[src/rtl/serial_popcount_pkg.sv]
`default_nettype none
// ============================================================================
//  Module      : serial_popcount_pkg
//  Description : Shared FSM state encoding and count-width helper for the
//                serial popcount producer and its downstream consumer.
//  Revision    : 1.0 - initial release
// ============================================================================
package serial_popcount_pkg;

  // FSM states, explicit 2-bit encoding
  typedef enum logic [1:0] {
    IDLE  = 2'd0,
    COUNT = 2'd1,
    DONE  = 2'd2
  } state_e;

  // Bits needed to hold a set-bit count of a w-bit word (0..w inclusive).
  // Consumers call this too so both ends agree on the operand width.
  function automatic int count_width(input int w);
    return $clog2(w + 1);
  endfunction

endpackage
`default_nettype wire

[src/rtl/popcount_chunk.sv]
`default_nettype none
// ============================================================================
//  Module      : popcount_chunk
//  Description : Combinational set-bit count of a small WIDTH-bit slice.
//  Revision    : 1.0 - initial release
// ============================================================================
module popcount_chunk
  import serial_popcount_pkg::*;
#(
  parameter int WIDTH = 1
) (
  input  logic [WIDTH-1:0]                bits_i,
  output logic [count_width(WIDTH)-1:0]   count_o
);

  localparam int PW = count_width(WIDTH);

  // Sum the bits of the slice, each zero-extended to the result width
  always_comb begin
    count_o = '0;
    for (int i = 0; i < WIDTH; i++) begin
      count_o = count_o + PW'(bits_i[i]);
    end
  end

endmodule
`default_nettype wire

[src/rtl/serial_popcount.sv]
`default_nettype none
// ============================================================================
//  Module      : serial_popcount
//  Description : Counts set bits of an accepted DATA_WIDTH word, examining
//                BITS_PER_CYCLE bits per clock, and offers the count on a
//                valid/ready output. One word in flight at a time.
//  Revision    : 1.0 - initial release
// ============================================================================
module serial_popcount
  import serial_popcount_pkg::*;
#(
  parameter int DATA_WIDTH     = 8,
  parameter int BITS_PER_CYCLE = 1
) (
  input  logic                                clk,
  input  logic                                rst,
  input  logic                                in_valid,
  output logic                                in_ready,
  input  logic [DATA_WIDTH-1:0]               in_data,
  output logic                                out_valid,
  input  logic                                out_ready,
  output logic [count_width(DATA_WIDTH)-1:0]  out_count,
  output logic                                busy
);

  localparam int N  = (BITS_PER_CYCLE > 0) ? DATA_WIDTH / BITS_PER_CYCLE : 1;
  localparam int CW = count_width(DATA_WIDTH);
  localparam int PW = count_width(BITS_PER_CYCLE);
  localparam int IW = (N > 1) ? $clog2(N) : 1;
  localparam logic [IW-1:0] LAST_IDX = IW'(N - 1);

  generate
    if (DATA_WIDTH < 1 || BITS_PER_CYCLE < 1 ||
        (DATA_WIDTH % BITS_PER_CYCLE) != 0) begin : g_param_check
      $error("serial_popcount: DATA_WIDTH must be >= 1 and a multiple of BITS_PER_CYCLE");
    end
  endgenerate

  state_e                  state_q;
  logic [DATA_WIDTH-1:0]   shreg_q;
  logic [DATA_WIDTH-1:0]   shreg_d;
  logic [IW-1:0]           idx_q;
  logic [CW-1:0]           acc_q;
  logic [CW-1:0]           acc_d;
  logic [PW-1:0]           chunk_cnt;

  // Count of the chunk currently sitting in the low bits of the shift register
  popcount_chunk #(
    .WIDTH (BITS_PER_CYCLE)
  ) u_chunk (
    .bits_i  (shreg_q[BITS_PER_CYCLE-1:0]),
    .count_o (chunk_cnt)
  );

  // Next accumulator and shift-register values for one COUNT step
  always_comb begin
    acc_d   = acc_q + CW'(chunk_cnt);
    shreg_d = shreg_q >> BITS_PER_CYCLE;
  end

  // Control FSM plus datapath registers; partial count is dropped on reset
  always_ff @(posedge clk) begin
    if (rst) begin
      state_q <= IDLE;
      shreg_q <= '0;
      idx_q   <= '0;
      acc_q   <= '0;
    end else begin
      case (state_q)
        IDLE: begin
          if (in_valid) begin
            shreg_q <= in_data;
            acc_q   <= '0;
            idx_q   <= '0;
            state_q <= COUNT;
          end
        end
        COUNT: begin
          acc_q   <= acc_d;
          shreg_q <= shreg_d;
          idx_q   <= idx_q + IW'(1);
          if (idx_q == LAST_IDX) begin
            state_q <= DONE;
          end
        end
        DONE: begin
          if (out_ready) begin
            state_q <= IDLE;
          end
        end
        default: begin
          state_q <= IDLE;
        end
      endcase
    end
  end

  // Handshake flags come straight from the state register, no input paths
  assign in_ready  = (state_q == IDLE);
  assign out_valid = (state_q == DONE);
  assign busy      = (state_q != IDLE);
  assign out_count = acc_q;

endmodule
`default_nettype wire

[config.mk]
export PLATFORM = sky130hd
export DESIGN_NAME = serial_popcount
export DESIGN_NICKNAME = d
export VERILOG_FILES = /design/src/rtl/serial_popcount_pkg.sv /design/src/rtl/popcount_chunk.sv /design/src/rtl/serial_popcount.sv
export SDC_FILE = /design/constraint.sdc
export NUM_CORES = 1
export LEC_CHECK = 0
export BUFFER_PORTS_ARGS = -buffer_cell sky130_fd_sc_hd__buf_4
export CAP_MARGIN = 20
export CORE_MARGIN = 1
export CORE_UTILIZATION = 45
export CTS_CLUSTER_DIAMETER = 60
export DETAILED_ROUTE_END_ITERATION = 8
export GPL_TIMING_DRIVEN = 1
export PLACE_DENSITY = 0.74
export SLEW_MARGIN = 20
export SYNTH_ARGS = -nofsm -noshare
export SYNTH_HDL_FRONTEND = slang
export SYNTH_SLANG_ARGS = --single-unit
[constraint.sdc]
create_clock -name clk -period 1.25 [get_ports clk]
set_clock_uncertainty 0.05 [all_clocks]
set_input_delay 0.1875 -clock clk [delete_from_list [all_inputs] [get_ports clk]]
set_output_delay 0.1875 -clock clk [all_outputs]
set_load 0.01 [all_outputs]
==> results of run 1 <==
## worst max path at each step
stage | startpoint | endpoint | slack [ns] | depth (start not counted)
global route | state_q[0]$_SDFFE_PP0P_ | busy | -0.07 | 4
CTS | state_q[0]$_SDFFE_PP0P_ | busy | -0.04 | 4
global placement | shreg_q[0]$_SDFFE_PP0P_ | out_count[3]$_SDFFE_PP0P_ | 0.003 | 4
detailed placement | shreg_q[0]$_SDFFE_PP0P_ | out_count[3]$_SDFFE_PP0P_ | -0.03 | 4
finish | state_q[0]$_SDFFE_PP0P_ | busy | -0.02 | 4
floorplan | out_count[0]$_SDFFE_PP0P_ | out_count[3]$_SDFFE_PP0P_ | 0.02 | 4
## flip-flops by register name (all words and copies together), names as in the netlist
register and count:
shreg_q 8, out_count 4, idx_q 3, state_q 2
## per-stage QoR
stage | std cells | hold slack (ns)
global route | 130 | 0.121
global placement | 121 | 0.407
finish | 130 | 0.107
floorplan | 85 | 0.303
CTS | 126 | 0.101
detailed placement | 121 | 0.415
## area by class of cell
| cell class | count | share of cell area |
|---|---|---|
| Inverter | 4 | 0.0141 |
| Timing Repair Buffer | 29 | 0.219 |
| Multi-Input combinational cell | 60 | 0.393 |
| Clock inverter | 1 | 0.00471 |
| Clock buffer | 3 | 0.0212 |
| Sequential cell | 17 | 0.329 |
| Tap cell | 16 | 0.0188 |
## placed cells by master (no fill, tap or decap), types with 2 or more instances in the layout
cell       count
buf_4         25
nor2_1        18
clkbuf_4       3
nand3_1        2
o22ai_1        4
dfxtp_4        2
buf_6          4
o2bb2ai_1      3
inv_2          2
a31oi_1        2
ha_1           3
inv_1          2
a22oi_1        5
dfxtp_2        2
dfxtp_1       13
nand2_1        2
a211oi_1       7
## power by group through the flow
| stage | sequential [mW] | clock, mW | combinational, mW |
|---|---|---|---|
| 6_report | 0.594 | 0.292 | 0.213 |
| 3_5_place_dp | 0.607 | 0 | 0.182 |
| 2_1_floorplan | 0.603 | 0 | 0.103 |
| 3_3_place_gp | 0.606 | 0 | 0.181 |
| 4_1_cts | 0.594 | 0.306 | 0.198 |
| 5_1_grt | 0.599 | 0.321 | 0.235 |
## kinds of logic (layout without fill, tap and decap cells)
family,after synthesis,in the layout,synth area share
adders and majority gates,4,4,0.0660
DFF,17,17,0.449
buffers and inverters,8,37,0.0429
muxes,1,1,0.0132
AOI/OAI and AO/OA,25,25,0.249
and+or+nand+nor,30,30,0.180
## timing repair
action / CTS / global route
pin swaps: 2 / 1
setup endpoints to repair: 4 / 5
setup buffers: 1 / 4
gates resized for setup: 12 / 3
## worst reg2reg max path, cell delays in order (launching register included)
cell     delay (ns)
dfxtp_4        0.39
buf_4          0.11
inv_2          0.03
or4_1          0.46
a31oi_1        0.13
## per-layer routing
metal,track usage,up-vias,routed length [um]
met1,0.261,345,764
met3,0.0638,2,98
li1,-,367,-
met2,0.306,22,841
met5,0,-,0
met4,0.0485,0,4
==> metrics.md, run 1 <==
| Metric | Value |
|---|---|
| Status | `finished with violations` |
| Failing checks | `negative setup slack` |
| Via density | `5.66` |
| Total power | `1.10 mW` |
| Layout area overhead | `40.3%` |
| CTS H-tree depth | `1` |
| Die Y | `43.1 um` |
| Flop pwr share | `0.541` |
| Nets | `131` |
| Peak VDD IR | `around 0.94 mV` |
| Total Die Area | `1850 um^2` |
| WL/cell | `13.1 um` |
| Main flop type after synthesis | `dfxtp_1` |
| Detailed Routing Iterations Pass 1 | `4` |
| Clock share of power | `0.266` |
| Reg area | `between 300 and 400 um^2` |
| Hold Fails Final Rpt | `0` |
| Share of the synthesized area in the top cell type | `0.449` |
| Cell Area, Placed | `955 um^2` |
| Count leader, synth | `nor2_1` |
| Hold_buf cts | `0` |
| Grt total ovfl | `0` |
| CTS root buf | `clkbuf_4` |
| Top cells by area, synth | `dfxtp_1 45%, nor2_1 9.4%, a211oi_1 6.9%, ha_1 6.6%, a22oi_1 5.0%` |
| Switch Pwr | `292 uW` |
| R2R depth | `4` |
| Hold Path Class | `in -> reg` |
| CTS Buf Count | `3` |
| Hold path depth | `3` |
| Logic pwr share | `0.193` |
| I/O pins | `19` |
| TritonCTS sink count | `17` |
| Worst Path Buf+Inv | `3` |
| Highest-delay cell along the critical path | `dfxtp_4` |
| Power density over cell area | `1030 nW/um^2` |
| Final Slew Violations | `0` |
| Yosys reg bits | `17` |
| Syn Area/Cell | `around 9 um^2` |
| Worst Path Arrival | `1.04 ns` |
| Clk_lat worst skew | `0.29 ns` |
| Min cycle time layout | `approximately 1.3 ns` |
| Share of post-route cells with drive strength above 1 | `0.395` |
| Period utilization | `1.02` |
| Mapped Cells | `85` |
| First DRT Iteration DRCs | `11` |
| Setup TNS | `-0.0405 ns` |
| DP Worst Slack | `-0.0332 ns` |
| Worst-Margin Slew | `0.233 ns` |
| Internal | `807 uW` |
| Area of the multi-input gates | `roughly 420 um^2` |
| Initial Util | `0.492` |
| Worst setup margin | `-0.0250 ns` |
| CP Max Fanout | `4` |
| Synth area leader | `dfxtp_1` |
| Synthesis Warnings | `0` |
| Antenna Violating Nets Remaining | `0` |
| Worst path cell trace | `buf_6 -> nor2_4 -> inv_2 -> buf_6` |
| WL final | `roughly 1.7 mm` |
| Post-synth EDFFs | `0` |
| R2R Setup Slk | `0.03 ns` |
| Worst Setup End Kind | `primary output` |
| Yosys cell types | `26` |
| Final setup fails | `3` |
| Top delay family on crit path | `flip-flops` |
| CP Launch Type | `register` |
| CP peak stage delay | `0.37 ns` |
| Max Fclk | `784 MHz` |
| Sequential-to-total area share from yosys stat | `0.449` |
| Min-Delay Endpoint | `shreg_q[7]$_SDFFE_PP0P_` |
| Final Cell Area | `around 1100 um^2` |
| Reg2reg end | `out_count[3]$_SDFFE_PP0P_` |
| Async set-or-reset flop fraction in the synthesized netlist | `0` |
| Max-cap viol count | `0` |
| Netlist Area Pre-Place | `758 um^2` |
| GR Util All Layers | `0.196` |
| Core area | `1540 um^2` |
| DR vias | `around 740` |
| Rows | `14` |
| Fill count | `125` |
| Antenna violations before repair | `0` |
| CTS tree | `done` |
| Die Width | `43.1 um` |
| Sw Ratio | `0.266` |
| Worst EP required | `1.01 ns` |
| First-pass GRT wire length | `between 2 and 3 mm` |
| DRC errors left | `0` |
| Slew Limit Headroom | `0.845` |
| Post-synth top cells | `19 x nor2_1, 17 x dfxtp_1, 7 x a211oi_1` |
| Most frequent CP cell | `buf_6` |
| RSZ-0062 raised after global routing | `true` |
| Vias in the first global route | `around 670` |
| Min-delay src | `in_data[7]` |
| Clock-pin slew on the worst setup and hold paths | `0.10 ns` |
| Critical setup path kind | `reg -> out` |
| Synthesized net count | `between 100 and 150` |
| Post-detail-place hpwl | `1.15 mm` |
| Worst R2R Start | `state_q[0]$_SDFFE_PP0P_` |
| Final core utilization | `0.690` |
| Leakage | `0.461 nW` |
| Port-buffer cells | `18` |
| CTS Buffer Depth | `2` |
| Largest net degree at the start of global routing | `18` |
| Antenna Cells | `0` |
| Routability Congestion | `0.790` |
No activity file was read; power rests on OpenSTA's default activity.
==> inputs of run 2 (changes only) <==
REMOVE_ABC_BUFFERS = 1   (was not set)
==> run 2 against run 1 <==
Against the previous run:
- the run still ends with negative setup slack left
- non-clock buffer count decreased by 4
- worst hold slack improved by 0.0051 ns
- combinational power is 5% lower
- sequential cell count unchanged
- count of clock-buffer cells in the layout did not move
- sequential power about the same
- total power is 0.41% lower
- global-route usage is 0.85 points lower
- critical path type is now reg -> reg
- largest cell class unchanged
- largest power group unchanged
- highest routed layer unchanged
==> metrics.md, run 2 (synthesis results as in run 1) <==
| Metric | Value |
|---|---|
| Internal | `794 uW` |
| Worst setup margin | `-0.0209 ns` |
| Worst Setup End Kind | `register` |
| Post-detail-place hpwl | `1.07 mm` |
| # placed instances | `120` |
| Via density | `5.58` |
| CTS H-tree depth | `1` |
| Min-Delay Endpoint | `shreg_q[7]$_SDFFE_PP0P_` |
| Max Fclk | `787 MHz` |
| Rows | `14` |
| CTS Buf Count | `3` |
| Failing checks | `negative setup slack` |
| Total Die Area | `1850 um^2` |
| Routability Congestion | `0.757` |
| Worst EP required | `1.43 ns` |
| Highest-delay cell along the critical path | `or4_1` |
| WL final | `between 1.5 and 2 mm` |
| First-pass GRT wire length | `roughly 2.6 mm` |
| Flop pwr share | `0.544` |
| R2R depth | `4` |
| DRC errors left | `0` |
| Worst R2R Start | `out_count[0]$_SDFFE_PP0P_` |
| Nets | `127` |
| Hold_buf cts | `0` |
| CTS tree | `done` |
| Detailed Routing Iterations Pass 1 | `3` |
| Worst-Margin Slew | `0.293 ns` |
| Commonest non-fill, non-tap cell in the layout | `buf_4` |
| Antenna Violating Nets Remaining | `0` |
| Antenna violations before repair | `0` |
| Min-delay src | `in_data[7]` |
| CTS Buffer Depth | `2` |
| Min cycle time layout | `1.27 ns` |
| Hold path depth | `3` |
| Largest register FFs | `8` |
| Clock share of power | `0.270` |
| Share of post-route cells with drive strength above 1 | `0.436` |
| Period utilization | `1.02` |
| Worst Path Arrival | `about 1.5 ns` |
| Grt total ovfl | `0` |
| Largest net degree at the start of global routing | `18` |
| Cell Area, Placed | `933 um^2` |
| Worst path cell trace | `ha_4 -> nand3_2 -> or4_1 -> a31oi_1` |
| DP Worst Slack | `-0.0164 ns` |
| RSZ-0062 raised after global routing | `true` |
| WL/cell | `13.5 um` |
| Peak VDD IR | `0.765 mV` |
| Port-buffer cells | `18` |
| Sw Ratio | `0.274` |
| Final Cell Area | `around 1100 um^2` |
| CTS root buf | `clkbuf_4` |
| Core area | `1540 um^2` |
| Power density over cell area | `between 1000 and 1500 nW/um^2` |
| CP Launch Point | `out_count[0]$_SDFFE_PP0P_` |
| CP Launch Type | `register` |
| I/O pins | `19` |
| First DRT Iteration DRCs | `5` |
| CP Max Fanout | `2` |
| GR Util All Layers | `0.187` |
| Most frequent cells in the layout | `21 x buf_4, 18 x nor2_1, 13 x dfxtp_1` |
| Reg with most FFs | `shreg_q` |
| Logic pwr share | `0.185` |
| Final std cells w/o fill | `126` |
| Leakage | `0.445 nW` |
| Layout area overhead | `40.6%` |
| Switch Pwr | `300 uW` |
| Die Y | `43.1 um` |
| Slew Limit Headroom | `0.804` |
| Antenna Cells | `0` |
| Initial Util | `0.492` |
| Reg2reg end | `out_count[3]$_SDFFE_PP0P_` |
| Vias in the first global route | `between 600 and 700` |
| Hold Path Class | `in -> reg` |
| CP peak stage delay | `0.40 ns` |
| Die Width | `43.1 um` |
| Max-cap viol count | `0` |
| DR vias | `703` |
| TritonCTS sink count | `17` |
| Clk_lat worst skew | `0.29 ns` |
| Final Slew Violations | `0` |
| Hold Fails Final Rpt | `0` |
| Final setup fails | `4` |
| Status | `finished with violations` |
| Critical setup path kind | `reg -> reg` |
| R2R Setup Slk | `-0.02 ns` |
| Clock-pin slew on the worst setup and hold paths | `around 0.1 ns` |
run 2: cell types whose count changed in the layout (fill, tap and decap cells not counted), sizes merged:
cell / previous run / this run
buf: 29 / 24
clkbuf: 3 / 4
run 2: worst max-delay path: cells and delay by family, from the launching register on:
kind | cells | cell delay (ns)
fa+ha+maj | 1 | 0.14
compound gates | 1 | 0.16
flops | 1 | 0.37
simple gates | 2 | 0.48
run 2: power groups by stage:
stage | Combinational, mW | Clock (mW) | Sequential, mW
6_report | 0.203 | 0.296 | 0.595
5_1_grt | 0.222 | 0.322 | 0.601
4_1_cts | 0.182 | 0.309 | 0.593
3_5_place_dp | 0.173 | 0 | 0.604
3_3_place_gp | 0.171 | 0 | 0.603
2_1_floorplan | 0.0879 | 0 | 0.606
run 2: final cells by class:
cell class / count / area, um^2
inverter: 4 / 15.0
fill: 124 / 475
sequential: 17 / 350
timing repair buffer: 25 / 196
multi-input combinational: 60 / 457
clock buffer: 3 / 22.5
tap: 16 / 20.0
clock inverter: 1 / 5.00
run 2: worst max path at each step:
stage	endpoint	slack [ns]	cells after the start
after floorplan	out_count[3]$_SDFFE_PP0P_	-0.10	3
after global placement	out_count[3]$_SDFFE_PP0P_	0.02	4
after detailed placement	out_count[3]$_SDFFE_PP0P_	-0.02	4
after CTS	out_valid	-0.02	3
after global routing	out_count[3]$_SDFFE_PP0P_	-0.09	4
final	out_count[3]$_SDFFE_PP0P_	-0.02	4
run 2: layer usage:
layer / global-route usage / vias to the layer above / share of wire
li1: - / 357 / -
met1: 0.252 / 330 / 0.47
met2: 0.285 / 12 / 0.48
met3: 0.0255 / 4 / 0.035
met4: 0.109 / 0 / 0.012
met5: 0 / - / 0
run 2: stage by stage:
stage | power, mW | setup TNS [ns] | util | hold WS, ns
floorplan | 0.694 | -0.100 | - | 0.207
finish | 1.09 | -0.0639 | 0.692 | 0.112
detailed placement | 0.777 | -0.0164 | 0.606 | 0.411
global route | 1.14 | -0.357 | 0.692 | 0.126
global placement | 0.773 | 0 | 0.606 | 0.401
CTS | 1.08 | -0.0263 | 0.651 | 0.102
run 2: what timing repair did:
| action | CTS | global route |
|---|---|---|
| gates resized for setup | 13 | 13 |
| setup endpoints to repair | 5 | 11 |
| buffers inserted | 1 | 1 |
| pin swaps | 1 | 2 |
